$ cat src/rtl/uart_tx_arbiter.sv
// Round-robin owner of the UART TX FIFO push port: grants one source per whole
// message, forwards its bytes while the FIFO has room, then optionally adds CR/LF.
module uart_tx_arbiter #(
  parameter int NUM_REQ     = 4,
  parameter bit APPEND_CRLF = 1'b1,
  parameter int TIMEOUT_CYC = 1_000_000
) (
  input  logic                 iClk,
  input  logic                 iRst,
  input  logic [NUM_REQ-1:0]   iReq,
  input  logic [8*NUM_REQ-1:0] iData,
  input  logic [NUM_REQ-1:0]   iLast,
  output logic [NUM_REQ-1:0]   oGrant,
  output logic [NUM_REQ-1:0]   oPop,
  output logic                 oTx_Push,
  output logic [7:0]           oTx_Data,
  input  logic                 iTx_Full,
  output logic                 oBusy,
  output logic                 oAbort
);

  localparam int            IW       = (NUM_REQ > 1) ? $clog2(NUM_REQ) : 1;
  localparam int            CW       = $clog2(TIMEOUT_CYC);
  localparam logic [CW-1:0] CNT_LAST = CW'(TIMEOUT_CYC - 1);
  localparam logic [IW:0]   NUM_W    = (IW+1)'(NUM_REQ);

  typedef enum logic [1:0] {
    S_IDLE = 2'd0,
    S_SEND = 2'd1,
    S_CR   = 2'd2,
    S_LF   = 2'd3
  } state_t;

  state_t             r_state, w_state_nxt, w_done_state;
  logic [IW-1:0]      r_g, w_g_nxt;
  logic [IW-1:0]      r_rr, w_rr_nxt;
  logic [IW-1:0]      w_g_inc, w_off, w_sel;
  logic [IW:0]        w_sum;
  logic [CW-1:0]      r_cnt, w_cnt_nxt;
  logic [NUM_REQ-1:0] w_grant_oh, w_rot;
  logic               w_req_g, w_last_g;
  logic [7:0]         w_data_g;

  assign w_done_state = APPEND_CRLF ? S_CR : S_IDLE;
  assign w_g_inc      = (r_g == IW'(NUM_REQ - 1)) ? {IW{1'b0}} : r_g + IW'(1);
  assign oBusy        = (r_state != S_IDLE);
  assign oGrant       = oBusy ? w_grant_oh : {NUM_REQ{1'b0}};

  // Rotate requests so bit 0 is the rr position; the lowest set bit wins.
  always_comb begin
    w_rot = NUM_REQ'({iReq, iReq} >> r_rr);
    w_off = {IW{1'b0}};
    for (int k = NUM_REQ - 1; k >= 0; k--) begin
      w_off = w_rot[k] ? IW'(k) : w_off;
    end
    w_sum = {1'b0, r_rr} + {1'b0, w_off};
    w_sel = (w_sum >= NUM_W) ? IW'(w_sum - NUM_W) : IW'(w_sum);
  end

  always_comb begin
    w_grant_oh = {NUM_REQ{1'b0}};
    for (int i = 0; i < NUM_REQ; i++) begin
      w_grant_oh[i] = (r_g == IW'(i));
    end
  end

  always_comb begin
    w_req_g  = 1'b0;
    w_last_g = 1'b0;
    w_data_g = 8'h00;
    for (int i = 0; i < NUM_REQ; i++) begin
      w_req_g  = w_req_g  | (iReq[i]  & w_grant_oh[i]);
      w_last_g = w_last_g | (iLast[i] & w_grant_oh[i]);
      w_data_g = w_data_g | (iData[8*i +: 8] & {8{w_grant_oh[i]}});
    end
  end

  always_comb begin
    w_state_nxt = r_state;
    w_g_nxt     = r_g;
    w_rr_nxt    = r_rr;
    w_cnt_nxt   = r_cnt;
    oTx_Push    = 1'b0;
    oTx_Data    = 8'h00;
    oPop        = {NUM_REQ{1'b0}};
    oAbort      = 1'b0;
    case (r_state)
      S_IDLE: begin
        w_cnt_nxt = {CW{1'b0}};
        if (|iReq) begin
          w_g_nxt     = w_sel;
          w_state_nxt = S_SEND;
        end else begin
          w_state_nxt = S_IDLE;
        end
      end
      S_SEND: begin
        if (w_req_g && !iTx_Full) begin
          oTx_Push  = 1'b1;
          oTx_Data  = w_data_g;
          oPop      = w_grant_oh;
          w_cnt_nxt = {CW{1'b0}};
          if (w_last_g) begin
            w_state_nxt = w_done_state;
            w_rr_nxt    = w_g_inc;
          end else begin
            w_state_nxt = S_SEND;
          end
        end else if (!w_req_g) begin
          // Source stall counts toward the abort; FIFO back-pressure does not.
          if (r_cnt == CNT_LAST) begin
            oAbort      = 1'b1;
            w_state_nxt = w_done_state;
            w_rr_nxt    = w_g_inc;
            w_cnt_nxt   = {CW{1'b0}};
          end else begin
            w_cnt_nxt = r_cnt + CW'(1);
          end
        end else begin
          w_cnt_nxt = r_cnt;
        end
      end
      S_CR: begin
        if (!iTx_Full) begin
          oTx_Push    = 1'b1;
          oTx_Data    = 8'h0D;
          w_state_nxt = S_LF;
        end else begin
          w_state_nxt = S_CR;
        end
      end
      S_LF: begin
        if (!iTx_Full) begin
          oTx_Push    = 1'b1;
          oTx_Data    = 8'h0A;
          w_state_nxt = S_IDLE;
        end else begin
          w_state_nxt = S_LF;
        end
      end
      default: begin
        w_state_nxt = S_IDLE;
      end
    endcase
  end

  always_ff @(posedge iClk or negedge iRst) begin
    if (!iRst) begin
      r_state <= S_IDLE;
      r_g     <= {IW{1'b0}};
      r_rr    <= {IW{1'b0}};
      r_cnt   <= {CW{1'b0}};
    end else begin
      r_state <= w_state_nxt;
      r_g     <= w_g_nxt;
      r_rr    <= w_rr_nxt;
      r_cnt   <= w_cnt_nxt;
    end
  end

endmodule

$ cat config.mk
export PLATFORM = sky130hd
export DESIGN_NAME = uart_tx_arbiter
export DESIGN_NICKNAME = d
export VERILOG_FILES = /design/src/rtl/uart_tx_arbiter.sv
export SDC_FILE = /design/constraint.sdc
export NUM_CORES = 1
export LEC_CHECK = 0
export ABC_AREA = 1
export BUFFER_PORTS_ARGS = -buffer_cell sky130_fd_sc_hd__buf_2
export CAP_MARGIN = 20
export CORE_ASPECT_RATIO = 2
export CORE_MARGIN = 10
export CORE_UTILIZATION = 48
export DETAILED_ROUTE_END_ITERATION = 6
export GPL_TIMING_DRIVEN = 0
export PLACE_DENSITY = 0.77
export SLEW_MARGIN = 20
export SYNTH_ARGS = -nofsm -noshare
export SYNTH_HDL_FRONTEND = slang
export SYNTH_SLANG_ARGS = --single-unit
$ cat constraint.sdc
create_clock -name iClk -period 1.67 [get_ports iClk]
set_clock_uncertainty 0.2 [all_clocks]
set_input_delay 0.167 -clock iClk [delete_from_list [all_inputs] [get_ports iClk]]
set_output_delay 0.167 -clock iClk [all_outputs]
set_load 0.005 [all_outputs]
==> results by group, run 1 <==
Run status
  • Status: complete, but fails checks
  • Failing checks: negative setup slack

Critical path
  • R2R Setup Slk: -470 ps
  • Slowest cell on the critical path: dfrtp_2
  • Crit path arrival time: 1900 ps
  • Crit path largest cell delay: roughly 480 ps
  • Crit start category: register
  • Family with the most delay on the worst path: flip-flops
  • Worst R2R Path Depth: 12
  • CP bufs+invs: 3
  • CP Capture Type: primary output
  • Worst endpoint required time: between 1000 and 1500 ps
  • Crit path cell chain: inv_4 > ha_4 > nand2_2 > nand2_4 > nor2_4 > nor2_4 > nand2_4 > buf_8 > a21oi_2 > buf_2
  • Critical R2R Capture: r_cnt[7]$_DFFE_PN0P_
  • R2r startpoint: r_g[1]$_DFFE_PN0P_
  • Critical path peak fanout: 5
  • Critical path type: register to primary output

Final layout
  • Area occupied by multi-input gates: between 1500 and 2000 um2
  • Layout cell share with drive strength beyond 1: 0.424
  • Fill cells: roughly 320
  • Finished Cell Area: approximately 3600 um2
  • Layout area overhead: 53.5%
  • Nets@finish: about 530
  • Fin util: 0.767
  • Register area: ~660 um2
  • Diodes inserted: 0

Timing
  • Final Max Slew Viols: 0
  • Final Cycle Share: 1.36
  • RSZ-0062 raised after global routing: true
  • Final Hold Fails: 0
  • Fmax: around 440 MHz
  • Setup violations, final: between 40 and 50
  • Post-route setup TNS: -18,110 ps
  • Worst slew pin tran: between 600 and 700 ps
  • Max_slew headroom: 0.589
  • Final Worst Setup Slack: -597 ps
  • Final min period: ~2300 ps

Worst hold path
  • Hold Path Class: input port to register
  • Hold path endpoint: r_g[1]$_DFFE_PN0P_
  • Hold Path Cell Cnt: 4
  • Hold Crit Start: iReq[0]

Yosys
  • Synth warn: 0
  • Unique masters post-synth: 34
  • Post-Syn Area per Cell: just over 6 um2
  • Mapped cell area: between 2000 and 2500 um2
  • #FFs+latches synth: 26
  • Top FF cell, synth: dfrtp_1
  • Register area share after synthesis: 0.278
  • Synth Instances: ~380
  • Async S/R FF share, synth: 1.00
  • Area share of the largest cell type after synthesis: 0.278
  • Syn Nets: 430
  • Post-synth EDFFs: 0
  • Leading area contributor after synthesis: dfrtp_1
  • Synth area leaders: dfrtp_1 (28%), nand2_1 (21%), nand3_1 (8.8%)

Global routing
  • Largest net degree at the start of global routing: 27
  • GRT Total Usage: 0.197
  • Number of global-route vias before repair: ~3,000
  • Overflow after GRT: 0
  • First-pass GRT wire length: roughly 14 mm
  • Initial antenna violation count: 0

Die
  • Die area: 8240 um2
  • Initial core utilization: 0.500
  • Die Ht: 119 um
  • Std-Cell Rows: 35
  • IO Pins: 62
  • Chip width: 69.4 um
  • Core footprint: ~4700 um2

Power
  • Leakage power: around 0.0017 uW
  • Worst VDD drop: just over 1000 uV
  • Pwr Density: roughly 1500 nW/um2

Clock tree
  • Clk buf depth: 2
  • CTS Root Cell: clkbuf_8
  • H-tree levels: 1
  • Num CTS Buffers: 3
  • CTS Sinks: 26
  • CTS tree: yes
  • Clock Pin Slew Worst Setup and Hold Paths: 90 ps
  • Skew-Pair Late Insertion Delay: between 200 and 300 ps

Place
  • I/O Buffers: ~60
  • Final Wtd Congestion: approximately 0.96
  • Final HPWL DP: a little over 6 mm
  • Post-Place Cell Area: ~2800 um2

Routing
  • Detail Route Antenna Nets: 0
  • Routed wire per std cell: around 19 um
  • Vias post-DR: approximately 3,100
  • DR pass1 iterations: 6
  • DRT iter0 DRCs: around 290
  • Final WL: slightly below 10 mm
  • DRC: 0
  • Vias per Instance: approximately 6

Flow run
  • Max Cap Viol: 0
## cell type report
cell class	count	area share
timing repair buffer	97	0.191
buffer	10	0.0334
sequential	26	0.183
multi-input combinational	299	0.502
tap	55	0.0191
inverter	45	0.0560
clock buffer	4	0.0153
## registers in the layout, indices dropped and copies added (netlist names)
name and count:
r_state 2, r_g 2, r_cnt 20, r_rr 2
## logic make-up (layout without fill, tap and decap cells)
| kind of cell | after synthesis | after routing | synth area share |
|---|---|---|---|
| AND/OR/NAND/NOR | 251 | 251 | 0.468 |
| buffers and inverters | 56 | 156 | 0.103 |
| AO/OA/AOI/OAI | 38 | 38 | 0.104 |
| flip-flops | 26 | 26 | 0.278 |
| XOR/XNOR | 4 | 4 | 0.0150 |
| adder cells (fa/ha/maj) | 6 | 6 | 0.0321 |
## stage by stage
| step | hold slack (ps) | setup WS (ps) | total power [uW] | instances |
|---|---|---|---|---|
| after detailed placement | 10.1 | -380 | 3110 | 497 |
| final | 201 | -597 | 5560 | 536 |
| after global routing | 247 | -642 | 5850 | 536 |
| after floorplan | -329 | -60.3 | 2470 | 381 |
| after global placement | 7.55 | -334 | 3050 | 497 |
| after CTS | 112 | -483 | 4590 | 529 |
## synthesized netlist by cell type, types with 2 or more instances
cell type  count
nor3_1         2
inv_2          3
a21oi_1        8
o21ai_0       13
nand3_2        2
nor2_2         6
buf_4          5
a221oi_1       4
nand2_1      128
nand3_1       41
ha_1           6
nor3_2         3
dfrtp_1       26
nand2_2        5
xor2_1         3
nor4_1         2
a22o_1         4
nor2_4         2
buf_2          4
nor2_1        53
inv_1         42
o21ai_2        2
nand4_1        6
## cells in the final DEF (no fill, tap or decap), drive strengths merged, types with 4 or more instances in the layout
cell	netlist	layout
nand3	43	43
nand2	134	134
nand4	6	6
nor3	5	5
clkbuf	1	4
o21ai	16	16
a21oi	9	9
inv	45	45
buf	10	106
a22o	4	4
a221oi	4	4
nor2	61	61
dfrtp	26	26
ha	6	6
## report_power, final
group          total (uW)  internal [uW]  switching (uW)
Combinational        4220           1920            2300
Sequential            915            735             179
Clock                 419            211             208
Total                5560           2870            2690
## layer usage
| layer | vias to the layer above | part of all wire | track usage |
|---|---|---|---|
| li1 | 1419 | - | - |
| met1 | 1469 | 0.32 | 0.185 |
| met2 | 188 | 0.53 | 0.360 |
| met3 | 60 | 0.073 | 0.0436 |
| met4 | 0 | 0.079 | 0.141 |
| met5 | - | 0 | 0 |
## worst reg2reg max path: cells and delay by family (launching register included)
family,cells,cell delay (ps)
simple gates,6,550
buf+inv,4,530
flops,1,470
fa+ha+maj,1,170
compound gates,1,170
## timing repair
item,in CTS,in global routing
hold buffers,1,0
setup endpoints to repair,44,45
gates cloned,4,0
gates resized for setup,65,69
buffers inserted,24,9
pin swaps,19,20
hold endpoints to repair,26,0
## worst max path at each step
stage / from / endpoint / slack, ps / cells past startpoint
floorplan: r_rr[0]$_DFFE_PN0P_ / r_g[1]$_DFFE_PN0P_ / -60 / 14
global placement: r_g[0]$_DFFE_PN0P_ / oTx_Data[7] / -330 / 10
detailed placement: r_g[1]$_DFFE_PN0P_ / oTx_Data[0] / -380 / 10
CTS: r_g[0]$_DFFE_PN0P_ / oTx_Data[0] / -480 / 10
global route: r_g[1]$_DFFE_PN0P_ / oTx_Data[4] / -640 / 10
finish: r_g[0]$_DFFE_PN0P_ / oTx_Data[4] / -600 / 10
Note: power is estimated with default switching activity, not from simulation.
==> inputs of run 2 (changes only) <==
--- a/config.mk
+++ b/config.mk
@@ -8,12 +8,13 @@
 export ABC_AREA = 1
 export BUFFER_PORTS_ARGS = -buffer_cell sky130_fd_sc_hd__buf_2
 export CAP_MARGIN = 20
-export CORE_ASPECT_RATIO = 2
+export CORE_ASPECT_RATIO = 1.4
 export CORE_MARGIN = 10
-export CORE_UTILIZATION = 48
+export CORE_UTILIZATION = 50
+export CTS_BUF_LIST = sky130_fd_sc_hd__clkbuf_4 sky130_fd_sc_hd__clkbuf_8
 export DETAILED_ROUTE_END_ITERATION = 6
 export GPL_TIMING_DRIVEN = 0
-export PLACE_DENSITY = 0.77
+export PLACE_DENSITY = 0.79
 export SLEW_MARGIN = 20
 export SYNTH_ARGS = -nofsm -noshare
 export SYNTH_HDL_FRONTEND = slang
==> run 2 against run 1 <==
  * The flow still finishes with violations (negative setup slack)
  * Combinational power down 11%
  * Sequential share of layout area about the same
  * Worst hold slack worse by 17 ps
  * Global-route usage down 1.4 points
==> results by group, run 2 (synthesized netlist as in run 1, its figures left out) <==
Run status
  • Status: complete, but fails checks
  • Failing checks: negative setup slack

Final layout
  • Commonest non-fill, non-tap cell in the layout: nand2_1
  • Area occupied by multi-input gates: 1870 um2 (+3.7%)
  • Nets@finish: 531 (unchanged)
  • Layout cell share with drive strength beyond 1: 0.443 (+0.0187)
  • Layout area overhead: 54.1%
  • Diodes inserted: 0 (unchanged)
  • Largest register FFs: 20 (unchanged)
  • Fill cells: 292 (-9.0%)
  • Most frequent cells in the layout: nand2_1 (109), buf_2 (60), nor2_1 (42)
  • Register area: 659 um2 (+0.19%)
  • Register with the most flip-flops: r_cnt

Clock tree
  • CTS Root Cell: clkbuf_8
  • Num CTS Buffers: 3 (unchanged)
  • CTS tree: yes
  • Clock Pin Slew Worst Setup and Hold Paths: 100 ps (about the same)
  • Clk buf depth: 2 (unchanged)
  • CTS Sinks: 26 (unchanged)
  • Skew-Pair Late Insertion Delay: 280 ps (about the same)
  • H-tree levels: 1 (unchanged)

Global routing
  • First-pass GRT wire length: 12.1 mm (-12%)
  • Overflow after GRT: 0 (unchanged)
  • Largest net degree at the start of global routing: 27 (unchanged)
  • GRT Total Usage: 0.183 (-0.0143)
  • Number of global-route vias before repair: 2,679 (-11%)
  • Initial antenna violation count: 0 (unchanged)

Timing
  • Max_slew headroom: 0.599 (+0.0104)
  • Final Hold Fails: 0 (unchanged)
  • Hold WS: 184 ps (-17.4 ps)
  • Fmax: 438 MHz (-0.81%)
  • Setup violations, final: 44 (unchanged)
  • Final Worst Setup Slack: -615 ps (-18.6 ps)
  • Final Max Slew Viols: 0 (unchanged)
  • Final Cycle Share: 1.37 (+0.0111)
  • RSZ-0062 raised after global routing: true
  • Final min period: 2290 ps (+18.6 ps)
  • Worst slew pin tran: 601 ps (-15.6 ps)

Critical path
  • Critical path type: register to primary output
  • Family with the most delay on the worst path: simple AND/OR/NAND/NOR gates
  • Crit path arrival time: 1920 ps (+20 ps)
  • Critical path peak fanout: 5 (unchanged)
  • Worst endpoint required time: 1300 ps (about the same)
  • CP Capture Type: primary output
  • Crit start category: register
  • Crit path largest cell delay: 470 ps (about the same)
  • Slowest cell on the critical path: dfrtp_2
  • CP bufs+invs: 3 (unchanged)
  • Crit path cell chain: inv_4 > ha_4 > nand2_2 > nand2_4 > nor2_4 > nor2_4 > nand2_4 > clkbuf_16 > a21oi_2 > buf_2

Routing
  • Vias per Instance: 5.72 (-2.2%)
  • Detail Route Antenna Nets: 0 (unchanged)
  • DR pass1 iterations: 5 (-1)
  • Final WL: 9.13 mm (-8.2%)
  • DRT iter0 DRCs: 177 (-38%)
  • Routed wire per std cell: 16.8 um (-9.4%)
  • DRC: 0 (unchanged)
  • Vias post-DR: 3,107 (-0.92%)

Place
  • I/O Buffers: 61 (unchanged)
  • Final HPWL DP: 5.38 mm (-11%)
  • Final Wtd Congestion: 0.925 (-3.9%)

Flow run
  • Max Cap Viol: 0 (unchanged)

Worst hold path
  • Hold Path Class: input port to register

Die
  • Die Ht: 101 um (-15%)
  • Initial core utilization: 0.516 (+0.0165)
  • Chip width: 77.8 um (+12%)
  • IO Pins: 62 (unchanged)
  • Die area: 7860 um2 (-4.6%)
  • Std-Cell Rows: 29 (-17%)
  • Core footprint: 4540 um2 (-3.2%)

Power
  • Pwr Density: 1410 nW/um2 (-8.5%)
  • Final Power: 5100 uW (-8.2%)
  • Leakage power: 0.00172 uW (about the same)
  • Worst VDD drop: 695 uV (-32%)
run 2: changes by cell type in the layout (fill, tap and decap cells not counted), moves of 2 or more:
| cell | change |
|---|---|
| buf_4 | +4 |
| nand3_2 | +6 |
| inv_8 | -2 |
| buf_16 | -2 |
| o21ai_0 | +2 |
| nor2_2 | -3 |
| buf_8 | -2 |
| nand3_1 | -6 |
| nand2_1 | -3 |
| nor2_1 | +2 |
| inv_2 | +2 |
run 2: worst register-to-register path: stages (launching register included):
cell and delay [ps]:
dfrtp_2 470, buf_6 140, ha_4 170, nand2_4 70, nand2_4 60, buf_4 140, buf_6 120, o21ai_4 190
nand2_4 110, nand2_8 100, buf_6 140, nand2_2 40, nand2_1 60, nand2_1 40, nor2_1 110
run 2: final timing paths:
check,from,to,slack (ps),cells past startpoint
max in group asynchronous,iRst,r_state[0]$_DFFE_PN0P_,610,2
min reg2reg,r_cnt[19]$_DFFE_PN0P_,r_cnt[19]$_DFFE_PN0P_,370,2
min,iReq[3],r_g[1]$_DFFE_PN0P_,180,4
max reg2reg,r_g[1]$_DFFE_PN0P_,r_cnt[17]$_DFFE_PN0P_,-570,14
min in group asynchronous,iRst,r_cnt[17]$_DFFE_PN0P_,220,2
max,r_g[1]$_DFFE_PN0P_,oTx_Data[4],-620,10
run 2: power breakdown:
part / switching (uW) / leakage (uW) / internal, uW / total (uW)
registers: 182 / 0.000342 / 733 / 915
logic: 2140 / 0.00135 / 1630 / 3770
clock network: 209 / 0.0000288 / 211 / 421
total: 2530 / 0.00172 / 2570 / 5100
run 2: through the flow:
| stage | setup TNS (ps) | cell area (um2) | util | instances | setup slack, ps |
|---|---|---|---|---|---|
| floorplan | -637 | 2400 | - | 381 | -60.3 |
| global placement | -8630 | 2780 | 0.613 | 504 | -306 |
| detailed placement | -10070 | 2780 | 0.613 | 504 | -342 |
| CTS | -13100 | 3090 | 0.682 | 522 | -484 |
| global route | -22690 | 3610 | 0.796 | 543 | -682 |
| finish | -20470 | 3610 | 0.796 | 543 | -615 |
run 2: final cells by class:
type,instances,share of cell area
clock buffers,4,0.0153
repair buffers,97,0.179
plain buffers,10,0.0305
multi-input cells,299,0.518
well taps,62,0.0215
inverters,45,0.0524
flip-flops and latches,26,0.183
run 2: repair_timing:
| action | CTS | global route |
|---|---|---|
| setup endpoints to repair | 44 | 45 |
| hold buffers | 1 | 0 |
| resized for setup | 44 | 95 |
| cloned | 3 | 1 |
| hold endpoints to repair | 26 | 0 |
| setup buffers | 11 | 22 |
| pin swaps | 7 | 34 |
run 2: per-layer routing:
| metal | vias up | wire length (um) | GRT usage |
|---|---|---|---|
| met4 | 0 | 382 | 0.0718 |
| met2 | 215 | 4680 | 0.337 |
| met1 | 1428 | 3150 | 0.196 |
| met5 | - | 0 | 0 |
| li1 | 1414 | - | - |
| met3 | 50 | 920 | 0.0402 |
==> inputs of run 3 (changes only) <==
--- a/config.mk
+++ b/config.mk
@@ -10,11 +10,11 @@
 export CAP_MARGIN = 20
 export CORE_ASPECT_RATIO = 1.4
 export CORE_MARGIN = 10
-export CORE_UTILIZATION = 50
+export CORE_UTILIZATION = 59
 export CTS_BUF_LIST = sky130_fd_sc_hd__clkbuf_4 sky130_fd_sc_hd__clkbuf_8
 export DETAILED_ROUTE_END_ITERATION = 6
 export GPL_TIMING_DRIVEN = 0
-export PLACE_DENSITY = 0.79
+export PLACE_DENSITY = 0.88
 export SLEW_MARGIN = 20
 export SYNTH_ARGS = -nofsm -noshare
 export SYNTH_HDL_FRONTEND = slang
==> constraint.sdc (replaced) <==
create_clock -name iClk -period 2.95 [get_ports iClk]
set_clock_uncertainty 0.2 [all_clocks]
set_input_delay 0.295 -clock iClk [delete_from_list [all_inputs] [get_ports iClk]]
set_output_delay 0.295 -clock iClk [all_outputs]
set_load 0.005 [all_outputs]
==> run 3 against run 2 <==
  * The flow now finishes without violations
  * Sequential share of layout area grew 5.1 points
  * Wire length shrank 23%
  * Via count shrank 12%
  * Cell count shrank 9.8%
  * Utilization shrank 7.9 points
  * Worst setup slack gained 1100 ps
  * Die area shrank 12%
  * Non-clock buffer count shrank 34
  * Critical endpoint is now oTx_Data[0]
  * Largest power group unchanged
==> results by group, run 3 (synthesized netlist as in run 1, its figures left out) <==
Run status
  • Status: completed

Critical path
  • Crit start category: register
  • Crit path arrival time: 1990 ps (+70 ps)
  • Critical path type: register to primary output
  • Worst endpoint required time: 2460 ps (+1160 ps)
  • CP Capture Type: primary output
  • Critical path peak fanout: 10 (+5)

Die
  • Core footprint: 3880 um2 (-14%)
  • Die Ht: 94.6 um (-6.4%)
  • Chip width: 73.3 um (-5.9%)
  • Initial core utilization: 0.603 (+0.0865)
  • Std-Cell Rows: 27 (-6.9%)
  • Die area: 6930 um2 (-12%)
  • IO Pins: 62 (unchanged)

Routing
  • Detail Route Antenna Nets: 0 (unchanged)
  • DRT iter0 DRCs: 126 (-29%)
  • Final WL: 7.06 mm (-23%)
  • DRC: 0 (unchanged)
  • Vias post-DR: 2,741 (-12%)
  • Routed wire per std cell: 14.4 um (-14%)
  • Vias per Instance: 5.59 (-2.2%)
  • DR pass1 iterations: 5 (unchanged)

Place
  • Final Wtd Congestion: 0.961 (+3.8%)
  • Final HPWL DP: 5.58 mm (+3.6%)
  • Post-placement cell count: 485 (-3.8%)
  • I/O Buffers: 61 (unchanged)
  • Pre-CTS setup slack: 758 ps (+1100 ps)

Timing
  • Worst slew pin tran: 596 ps (-4.92 ps)
  • Final Hold Fails: 0 (unchanged)
  • Final Cycle Share: 0.842
  • Final Worst Setup Slack: 465 ps (+1080 ps)
  • Post-route setup TNS: 0 ps (+20,470 ps)
  • Fmax: roughly 400 MHz
  • Final min period: between 2000 and 2500 ps
  • Max_slew headroom: 0.603 (+0.00328)
  • RSZ-0062 raised after global routing: false
  • Setup violations, final: 0 (-100%)
  • Final Max Slew Viols: 0 (unchanged)

Final layout
  • Register area: 651 um2 (-1.3%)
  • Area occupied by multi-input gates: 1450 um2 (-22%)
  • Commonest non-fill, non-tap cell in the layout: nand2_1
  • Fill cells: 320 (+9.6%)
  • Largest register FFs: 20 (unchanged)
  • Register with the most flip-flops: r_cnt
  • Diodes inserted: 0 (unchanged)
  • Layout cell share with drive strength beyond 1: 0.224 (-0.219)
  • Nets@finish: 497 (-6.4%)
  • Layout area overhead: 18.8%
  • Most frequent cells in the layout: nand2_1 (128), buf_2 (65), nor2_1 (53)
  • Final non-filler cell total: 490 (-9.8%)

Clock tree
  • CTS tree: yes
  • Skew-Pair Late Insertion Delay: 280 ps (about the same)
  • Num CTS Buffers: 3 (unchanged)
  • Clk buf depth: 2 (unchanged)
  • CTS Sinks: 26 (unchanged)
  • H-tree levels: 1 (unchanged)
  • Clock Pin Slew Worst Setup and Hold Paths: 90 ps (about the same)
  • CTS Root Cell: clkbuf_8

Global routing
  • First-pass GRT wire length: 11.4 mm (-5.7%)
  • Largest net degree at the start of global routing: 27 (unchanged)
  • Initial antenna violation count: 0 (unchanged)
  • Number of global-route vias before repair: 2,530 (-5.6%)
  • GRT Total Usage: 0.200 (+0.0175)
  • Overflow after GRT: 0 (unchanged)

Power
  • Flop pwr share: 0.235 (+0.056)
  • Clock group share of total power: 0.151 (+0.069)
  • Leakage power: 0.00146 uW (-15%)
  • Worst VDD drop: 477 uV (-31%)
  • Logic pwr share: 0.614 (-0.124)
  • Int Pwr: 1030 uW (-60%)
  • Switching power of the nets: 956 uW (-62%)
  • Pwr Density: 713 nW/um2 (-50%)
  • Switching share of total power: 0.482 (-0.0143)

Worst hold path
  • Hold Path Class: input port to register

Flow run
  • Max Cap Viol: 0 (unchanged)
==> run 3: layout make-up <==
class,count,area share
multi-input combinational,299,0.521
sequential,26,0.234
timing repair buffer,62,0.113
inverter,45,0.0607
buffer,11,0.0261
tap,43,0.0193
clock buffer,3,0.0148
clock inverter,1,0.0108
==> run 3: through the flow <==
step / utilization / instance area, um2 / hold slack (ps) / total power (uW)
final: 0.716 / 2780 / 208 / 1980
after global routing: 0.716 / 2780 / 245 / 2150
after CTS: 0.716 / 2780 / 205 / 1990
after detailed placement: 0.695 / 2700 / 132 / 1680
after global placement: 0.695 / 2700 / 123 / 1640
after floorplan: - / 2340 / -201 / 1340
==> run 3: repair_timing <==
action	CTS	global route
setup endpoints to repair	0	0
endpoints found under the hold margin	26	0
buffers inserted	0	0
gates resized for setup	0	0
hold buffers	1	0
==> run 3: layer usage <==
metal  track usage  share of wire
met4         0.100          0.038
met2         0.369           0.51
met1         0.202           0.36
met5             0              0
met3        0.0441          0.093
==> run 3: power by group through the flow <==
stage	sequential (uW)	combinational [uW]	clock (uW)
3_3_place_gp	469	1170	0
3_5_place_dp	473	1210	0
5_1_grt	477	1360	311
2_1_floorplan	460	878	0
4_1_cts	466	1220	305
6_report	466	1220	299
==> run 3: critical path, cell delays in order, from the launching register on <==
cell,delay (ps)
dfrtp_1,430
inv_1,120
ha_1,180
nand2_1,70
nand2_2,90
nor2_2,70
nor2_4,220
nand2_1,120
buf_4,190
o21ai_2,100
buf_2,120
==> run 3: path summary, 6_finish.rpt <==
| check | startpoint | to | slack (ps) | cells past startpoint |
|---|---|---|---|---|
| max in group asynchronous | iRst | r_cnt[16]$_DFFE_PN0P_ | 1800 | 2 |
| min in group asynchronous | iRst | r_cnt[12]$_DFFE_PN0P_ | 360 | 2 |
| min reg2reg | r_cnt[15]$_DFFE_PN0P_ | r_cnt[15]$_DFFE_PN0P_ | 360 | 2 |
| max reg2reg | r_g[0]$_DFFE_PN0P_ | r_cnt[16]$_DFFE_PN0P_ | 940 | 9 |
| min | iReq[0] | r_g[1]$_DFFE_PN0P_ | 210 | 4 |
| max | r_g[0]$_DFFE_PN0P_ | oTx_Data[0] | 470 | 10 |
